[src/rtl/alu_ctrl_pkg.sv]
// Shared encodings for the ALU-sharing multiplier controller: FSM states and
// the {ALUop2,ALUop1,ALUop0} operation selects of the attached ALU.
package alu_ctrl_pkg;

    typedef enum logic [1:0] {
        IDLE = 2'd0,
        RUN  = 2'd1,
        DONE = 2'd2
    } state_e;

    localparam logic [2:0] ALU_OP_AND = 3'b000;
    localparam logic [2:0] ALU_OP_OR  = 3'b001;
    localparam logic [2:0] ALU_OP_ADD = 3'b010;
    localparam logic [2:0] ALU_OP_SUB = 3'b110;
    localparam logic [2:0] ALU_OP_SLT = 3'b111;

endpackage

[src/rtl/alu_shift_add_mult_ctrl.sv]
// Unsigned shift-add multiplier that borrows an external ALU as its adder, one iteration per clock.
// start accepted in IDLE only; done pulses WIDTH+1 cycles later; start in RUN/DONE is dropped, not queued.
module alu_shift_add_mult_ctrl
    import alu_ctrl_pkg::*;
#(
    parameter int unsigned WIDTH  = 32,
    parameter logic [2:0]  OP_ADD = ALU_OP_ADD
) (
    input  logic               clk,
    input  logic               rst_n,
    input  logic               start,
    input  logic [WIDTH-1:0]   mcand,
    input  logic [WIDTH-1:0]   mplier,
    output logic               busy,
    output logic               done,
    output logic [2*WIDTH-1:0] product,
    output logic [WIDTH-1:0]   alu_a,
    output logic [WIDTH-1:0]   alu_b,
    output logic [WIDTH-1:0]   alu_c,
    output logic [WIDTH-1:0]   alu_less,
    output logic [2:0]         alu_op,
    input  logic [WIDTH-1:0]   alu_result,
    input  logic [WIDTH-1:0]   alu_cout
);

    localparam int unsigned      CNT_W    = $clog2(WIDTH) + 1;
    localparam logic [CNT_W-1:0] CNT_LAST = CNT_W'(WIDTH - 1);

    state_e           state_q, state_d;
    logic [WIDTH-1:0] m_q, m_d;
    logic [WIDTH-1:0] p_hi_q, p_hi_d;
    logic [WIDTH-1:0] p_lo_q, p_lo_d;
    logic [CNT_W-1:0] cnt_q, cnt_d;

    // Only the top carry feeds the shift; the per-bit carries are not needed.
    logic unused_cout_lo;
    assign unused_cout_lo = ^alu_cout[WIDTH-2:0];

    always_ff @(posedge clk or negedge rst_n) begin
        if (!rst_n) begin
            state_q <= IDLE;
        end else begin
            state_q <= state_d;
        end
    end

    always_comb begin
        state_d = state_q;
        case (state_q)
            IDLE:    if (start) state_d = RUN;
            RUN:     if (cnt_q == CNT_LAST) state_d = DONE;
            DONE:    state_d = IDLE;
            default: state_d = IDLE;
        endcase
    end

    always_comb begin
        busy  = 1'b0;
        done  = 1'b0;
        alu_b = '0;
        case (state_q)
            RUN: begin
                busy  = 1'b1;
                alu_b = p_lo_q[0] ? m_q : '0;
            end
            DONE: begin
                busy = 1'b1;
                done = 1'b1;
            end
            default: ;
        endcase
    end

    // Product shift register: the ALU sum plus its carry forms the new upper
    // WIDTH+1 bits, and the whole {carry,sum,P_lo} vector shifts right by one.
    always_comb begin
        m_d    = m_q;
        p_hi_d = p_hi_q;
        p_lo_d = p_lo_q;
        cnt_d  = cnt_q;
        case (state_q)
            IDLE: begin
                if (start) begin
                    m_d    = mcand;
                    p_hi_d = '0;
                    p_lo_d = mplier;
                    cnt_d  = '0;
                end
            end
            RUN: begin
                p_hi_d = {alu_cout[WIDTH-1], alu_result[WIDTH-1:1]};
                p_lo_d = {alu_result[0], p_lo_q[WIDTH-1:1]};
                cnt_d  = cnt_q + 1'b1;
            end
            default: ;
        endcase
    end

    always_ff @(posedge clk or negedge rst_n) begin
        if (!rst_n) begin
            m_q    <= '0;
            p_hi_q <= '0;
            p_lo_q <= '0;
            cnt_q  <= '0;
        end else begin
            m_q    <= m_d;
            p_hi_q <= p_hi_d;
            p_lo_q <= p_lo_d;
            cnt_q  <= cnt_d;
        end
    end

    assign product  = {p_hi_q, p_lo_q};
    assign alu_a    = p_hi_q;
    assign alu_c    = '0;
    assign alu_less = '0;
    assign alu_op   = OP_ADD;

endmodule

[config.mk]
export PLATFORM = sky130hd
export DESIGN_NAME = alu_shift_add_mult_ctrl
export DESIGN_NICKNAME = d
export VERILOG_FILES = /design/src/rtl/alu_ctrl_pkg.sv /design/src/rtl/alu_shift_add_mult_ctrl.sv
export SDC_FILE = /design/constraint.sdc
export NUM_CORES = 1
export LEC_CHECK = 0
export BUFFER_PORTS_ARGS = -buffer_cell sky130_fd_sc_hd__clkbuf_2
export CAP_MARGIN = 15
export CORE_MARGIN = 10
export CORE_UTILIZATION = 31
export CTS_CLUSTER_DIAMETER = 50
export CTS_CLUSTER_SIZE = 25
export DETAILED_ROUTE_END_ITERATION = 12
export PLACE_DENSITY = 0.67
export SLEW_MARGIN = 20
export SYNTH_ARGS = -nofsm -noshare
export SYNTH_HDL_FRONTEND = slang
export SYNTH_SLANG_ARGS = --single-unit
[constraint.sdc]
create_clock -name clk -period 2.2 [get_ports clk]
set_input_delay 0.11 -clock clk [delete_from_list [all_inputs] [get_ports clk]]
set_output_delay 0.11 -clock clk [all_outputs]
set_load 0.05 [all_outputs]
## Word level (Yosys, flattened, before mapping)

Index checks and enable logic that the tools add are counted.

- Word-level logic and storage cells: 30
- Output and inout port bits: 197
- Input bits: 131
- Register bits after elaboration: 104

- Multiplexer cells: 13
- $add $sub $neg: 1
- Equal/unequal tests: 5
- Reductions and logical operators: 6

Operators with widths:

| kind | number |
|---|---|
| $mux 32 | 4 |
| $pmux 32 s2 | 2 |
| $pmux 6 s2 | 1 |
| $add 6x1->6 const B | 1 |
| $eq 6x5->1 const B | 1 |
| $mux 6 | 1 |
| $reduce_and 2->1 | 3 |
| $mux 2 | 2 |
| $ne 2x2->1 const B | 2 |
| $pmux 2 s2 | 1 |
| $eq 2x1->1 const B | 1 |
| $eq 2x2->1 const B | 1 |
| $logic_not 2->1 | 1 |
| $mux 1 | 2 |
| $reduce_bool 2->1 | 1 |
| $reduce_or 2->1 | 1 |

## Logic depth before layout (Yosys ltp)

Gate-level depths: netlist of run 1.

- Depth after elaboration: 3
- Mapped depth: 8
- Gate-level depth less buffers: 5

## Worst setup path before layout of run 1

OpenSTA, ideal clock, no wires.

- Path type: reg2out
- Start: reg state_q[1]
- End: out alu_b[21]
- Arrival time: 1,643 ps
- Buffers on the path: 3
- Data required time: 2,090 ps
- Cell stages (with the launch flop): 7
- Path slack: 447 ps
- Cells stage by stage: dfrtp_1 -> inv_1 -> ha_1 -> buf_2 -> buf_2 -> clkbuf_1 -> and3_1

- Longest elaborated chain between the ends: 2

RTL lines:

| item | line | RTL |
|---|---|---|
| start, declared | alu_shift_add_mult_ctrl.sv:29 | `state_e state_q, state_d;` |
| start signal, assigned | alu_shift_add_mult_ctrl.sv:43 | `state_q <= state_d;` |
| $eq 2x1->1 | alu_shift_add_mult_ctrl.sv:61 | `case (state_q)` |
| $mux 32 | alu_shift_add_mult_ctrl.sv:61 |  |
| end, declared | alu_shift_add_mult_ctrl.sv:18 | `output logic [WIDTH-1:0] alu_b,` |

Every way passes these cells.

## Worst setup path after layout of run 1

Same ends and word-level chain as after synthesis.

==> results.yml, run 1 <==
job:
  cap_violations: 0
timing:
  postLayoutSetupSlackWorst_ns: 0.137
  tightest_slew_ns: 0.572
  setup_violations: 0
  fin_skew_ns: 0.00765
  finalCriticalPeriod_ns: 2.06
  timing.fmax_mhz: 485
  tns_ns: 0
  slew-limit-headroom: 0.618
  finalCritPeriodShare: 0.938
  hold_viol: 0
  slew_violations: 0
  rsz0062_at_grt: "false"
synth:
  yosysWarnings: 0
  synth_area_per_cell_sq_um: 11.2
  synth.distinct_cells: 27
  synth-seq-cells: 104
  ys_seq_area_frac: 0.501
  syn_area_sq_um: 5190
  syn_inst: 463
clock_tree:
  clock_latency_ns: 0.34
  cts_htree_levels: 3
  path_clk_slew_ns: 0.07
  ctsLongestPathBuffers: 2
  cts_resized: 0
  cts_tree: "yes"
  clockRootBuffer: "clkbuf_16"
  cts_inserted_buffers: 9
  clock-sinks: 104
pwr:
  internal_power_mw: 5.73
  vdd_drop_max_mv: 1.06
  pwr_density_cell_nw_per_um2: 1810
  p_comb_frac: 0.600
  seqPwrFrac: 0.271
  p_switching_mw: 7.08
  clkPwrFrac: 0.129
  p_leak_nw: 3.78
  switching_share: 0.553
detailed_routing:
  drtPass1Iterations: 4
  ant_nets: 0
  viasPerCell: 4.33
  drt-total-wl_um: 14800
  drc: 0
  wire_per_inst_um: 15.8
  vias: 4067
  initialDrtViolationCount: 217
floorplanning:
  core_sq_um: 16500
  io_pins: 328
  rows: 47
  die-area_sq_um: 22300
  die_height_um: 149
  die_x_um: 149
  initial_core_util: 0.314
final_layout:
  finalNonFillerCells: 940
  area_growth_pct: 36.4
  final_common_cell: "clkbuf_2"
  mostFrequentLayoutCells: "clkbuf_2, dfrtp_1, conb_1"
  final_nets: 848
  layout-drive-gt1-share: 0.404
setup_path:
  crit_start: "state_q[1]"
  critPathKind: "reg2out"
  r2r_setup_slack_ns: 0.36
  crit_fanout: 50
  rr_startpoint: "state_q[0]"
  start_kind: "flip-flop"
  cp-end-kind: "output pin"
  crit_required_ns: 2.09
  cp-endpoint: "alu_b[21]"
  worstPathArrival_ns: 1.95
  r2r-end: "p_lo_q[7]"
  rr_worst_depth: 5
place:
  port_buffers: 229
  place_ws_ns: 0.348
  place_inst: 858
  hpwl_um: 10200
  routabilityCongestion: 0.737
global_routing:
  grt_pass1_vias: 4325
  overflow: 0
  grt_pass1_wl_um: 23000
  grt_use_total: 0.128
  grt_start_max_net_pins: 105
  antenna_found_initial: 2
status:
  outcome: "finished, final reports clean"
worst_hold_path:
  hold_class: "in2reg"
## Yosys cell counts
master / number / share of area
clkbuf_1: 12 / 0.0087
and3_1: 32 / 0.039
mux2i_1: 33 / 0.064
a211oi_1: 1 / 0.0014
dfrtp_1: 104 / 0.50
nor2_1: 2 / 0.0014
nand3_1: 2 / 0.0019
o21ai_1: 5 / 0.0048
o21ai_0: 31 / 0.030
o31ai_1: 1 / 0.0014
o22a_1: 1 / 0.0017
conb_1: 2 / 0.0014
nor3_1: 1 / 0.00096
mux2_2: 33 / 0.072
nand2b_1: 3 / 0.0036
nor2b_1: 2 / 0.0024
ha_1: 4 / 0.0096
buf_2: 12 / 0.012
a22o_1: 34 / 0.057
nand2_1: 34 / 0.025
o211a_1: 1 / 0.0019
buf_6: 1 / 0.0022
or4_1: 1 / 0.0014
a21oi_1: 3 / 0.0029
or3_1: 2 / 0.0024
buf_4: 103 / 0.15
inv_1: 3 / 0.0022
## critical path, stage by stage, from the launching register on
cell	delay, ns
dfrtp_1	0.40
inv_1	0.08
ha_2	0.29
buf_12	0.29
and3_1	0.24
clkbuf_2	0.29
## what timing repair did
item | in CTS | in global routing
hold endpoints to repair | 167 | 0
setup endpoints to repair | 0 | 0
hold buffers | 64 | 0
setup buffers | 0 | 0
## power groups by stage
stage	clock network [mW]	logic [mW]	registers, mW
after floorplan	0	4.38	5.39
after global placement	0	7.60	3.46
after detailed placement	0	7.67	3.49
after CTS	1.74	7.75	3.47
after global routing	1.80	8.10	3.59
final	1.66	7.68	3.47
## through the flow
step | util | hold slack [ns] | power [mW] | area [sq um]
after global placement | 0.371 | 0.227 | 11.1 | 6130
after detailed placement | 0.371 | 0.231 | 11.2 | 6130
after floorplan | - | -0.186 | 9.76 | 5440
after global routing | 0.429 | 0.0326 | 13.5 | 7080
after CTS | 0.428 | 0.0169 | 13.0 | 7080
final | 0.429 | 0.0358 | 12.8 | 7080
## flip-flops by register name, indices dropped and copies added, names as in the netlist
| signal | cells |
|---|---|
| alu_a | 32 |
| m_q | 32 |
| state_q | 2 |
| cnt_q | 6 |
| p_lo_q | 32 |
## cell type report
| type | count | area [sq um] |
|---|---|---|
| Sequential cell | 104 | 2600 |
| Multi-Input combinational cell | 293 | 1950 |
| Inverter | 3 | 11.3 |
| Timing Repair Buffer | 302 | 1930 |
| Clock buffer | 10 | 239 |
| Tap cell | 220 | 275 |
| Clock inverter | 6 | 67.6 |
| Antenna cell | 2 | 5.00 |
| Fill cell | 1574 | 9440 |
## per-layer routing
layer | share of wire | routed length [um] | GRT usage | up-vias
met1 | 0.39 | 5750 | 0.141 | 1939
li1 | - | - | - | 1935
met4 | 0.018 | 267 | 0.0500 | 0
met3 | 0.087 | 1290 | 0.0404 | 17
met2 | 0.51 | 7540 | 0.223 | 176
met5 | 0 | 0 | 0 | -
## cells by family after synthesis
logic type | count (synthesis) | share of synthesized area
flops | 104 | 0.501
buf+inv | 131 | 0.174
other cells | 2 | 0.00145
simple gates | 79 | 0.0774
mux | 66 | 0.135
fa+ha+maj | 4 | 0.00964
compound gates | 77 | 0.101
## worst min path at each step
| stage | startpoint | end | cells after the start |
|---|---|---|---|
| floorplan | rst_n | alu_a[0] | 0 |
| CTS | mplier[1] | p_lo_q[1] | 3 |
| finish | mplier[1] | p_lo_q[1] | 3 |
| global route | mplier[31] | p_lo_q[31] | 3 |
| detailed placement | rst_n | alu_a[11] | 2 |
| global placement | rst_n | alu_a[20] | 2 |
Power figures use the tool's default switching activity.
==> inputs of run 2 (changes only) <==
CORE_UTILIZATION = 43   (was 31)
PLACE_DENSITY = 0.87   (was 0.67)
==> results.yml, run 2 (synthesized netlist as in run 1, its figures left out) <==
setup_path:
  critPathKind: "reg2out"
  crit_fanout: 57
  worstPathArrival_ns: 1.88
  worstPathCellList: "inv_1, ha_2, buf_12, and3_1, clkbuf_2"
  r2r-end: "p_lo_q[21]"
  start_kind: "flip-flop"
  cp-end-kind: "output pin"
  slowest_stage: "dfrtp_1"
  cp_slowest_stage_delay_ns: 0.39
  crit_start: "state_q[1]"
  rr_startpoint: "state_q[0]"
  rr_worst_depth: 5
  r2r_setup_slack_ns: 0.38
  crit_required_ns: 2.09
floorplanning:
  initial_core_util: 0.436
  die-area_sq_um: 16900
  rows: 40
  die_x_um: 130
  io_pins: 328
  die_height_um: 130
  core_sq_um: 11900
clock_tree:
  cts_hold_buf: 47
  cts_htree_levels: 3
  cts_resized: 0
  post-cts-setup-buffers: 0
  cts_inserted_buffers: 9
  clockRootBuffer: "clkbuf_16"
  clock_latency_ns: 0.34
  cts_tree: "yes"
  clock-sinks: 104
  path_clk_slew_ns: 0.07
  ctsLongestPathBuffers: 2
final_layout:
  final_nets: 832
  layout-drive-gt1-share: 0.415
  fill_cells: 1002
  mostFrequentLayoutCells: "clkbuf_2, dfrtp_1, conb_1"
  final_common_cell: "clkbuf_2"
  area_growth_pct: 31.8
  antenna_cells: 0
global_routing:
  overflow: 0
  grt_pass1_wl_um: 21900
  grt_pass1_vias: 4260
  grt_use_total: 0.160
  antenna_found_initial: 0
  grt_start_max_net_pins: 58
timing:
  finalCritPeriodShare: 0.904
  setup_violations: 0
  slew_violations: 0
  finalCriticalPeriod_ns: 1.99
  hold_viol: 0
  slew-limit-headroom: 0.662
  rsz0062_at_grt: "false"
  timing.fmax_mhz: 503
  tns_ns: 0
  fin_skew_ns: 0.0105
  tightest_slew_ns: 0.508
  fin_hold_ws_ns: 0.00903
place:
  hpwl_um: 10400
  port_buffers: 229
  routabilityCongestion: 0.804
pwr:
  vdd_drop_max_mv: 1.40
  pwr_density_cell_nw_per_um2: 1880
  power_mw: 12.9
  p_leak_nw: 3.73
status:
  outcome: "finished, final reports clean"
worst_hold_path:
  hold_class: "in2reg"
  min_to: "m_q[0]"
  hold_depth: 2
  hp-start: "mcand[0]"
detailed_routing:
  drc: 0
  drtPass1Iterations: 6
  initialDrtViolationCount: 162
  drt-total-wl_um: 14400
  wire_per_inst_um: 17.0
  viasPerCell: 4.74
  vias: 4023
  ant_nets: 0
job:
  cap_violations: 0
==> run 2: worst max-delay path: cells and delay by family, from the launching register on <==
kind / cells / cell delay, ns
buf+inv: 3 / 0.65
simple gates: 1 / 0.23
fa+ha+maj: 1 / 0.24
flops: 1 / 0.39
==> run 2: power by group <==
part	leakage [nW]	total, mW	switching (mW)	internal [mW]
clock	0.166	1.78	0.708	1.07
sequential	1.29	3.48	0.648	2.83
combinational	2.27	7.62	5.68	1.95
==> run 2: metal layers <==
metal | vias up | GRT usage | share of wire
met4 | 0 | 0.0496 | 0.018
met2 | 176 | 0.291 | 0.53
met1 | 1930 | 0.167 | 0.36
met3 | 22 | 0.0613 | 0.094
met5 | - | 0 | 0
li1 | 1895 | - | -
==> run 2: final cells by class <==
type	instances	area, sq um	area share
Clock buffer	11	253	0.0369
Clock inverter	5	86.3	0.0126
Multi-Input combinational cell	293	1950	0.285
Timing Repair Buffer	286	1760	0.257
Inverter	3	11.3	0.00165
Sequential cell	104	2600	0.380
Tap cell	147	184	0.0269
==> run 2: stage by stage <==
step	cells	util	instance area, sq um	setup WS (ns)
finish	849	0.574	6840	0.211
global route	849	0.574	6840	0.102
CTS	849	0.574	6840	0.166
detailed placement	786	0.507	6030	0.377
global placement	786	0.507	6030	0.435
floorplan	528	-	5440	0.447
==> run 2: how the worst max path moves through the flow <==
stage,to,slack (ns),cells after the start
floorplan,alu_b[21],0.45,6
global placement,p_lo_q[17],0.44,5
detailed placement,p_lo_q[21],0.38,5
CTS,alu_b[21],0.17,5
global route,alu_b[21],0.10,5
finish,alu_b[21],0.21,5
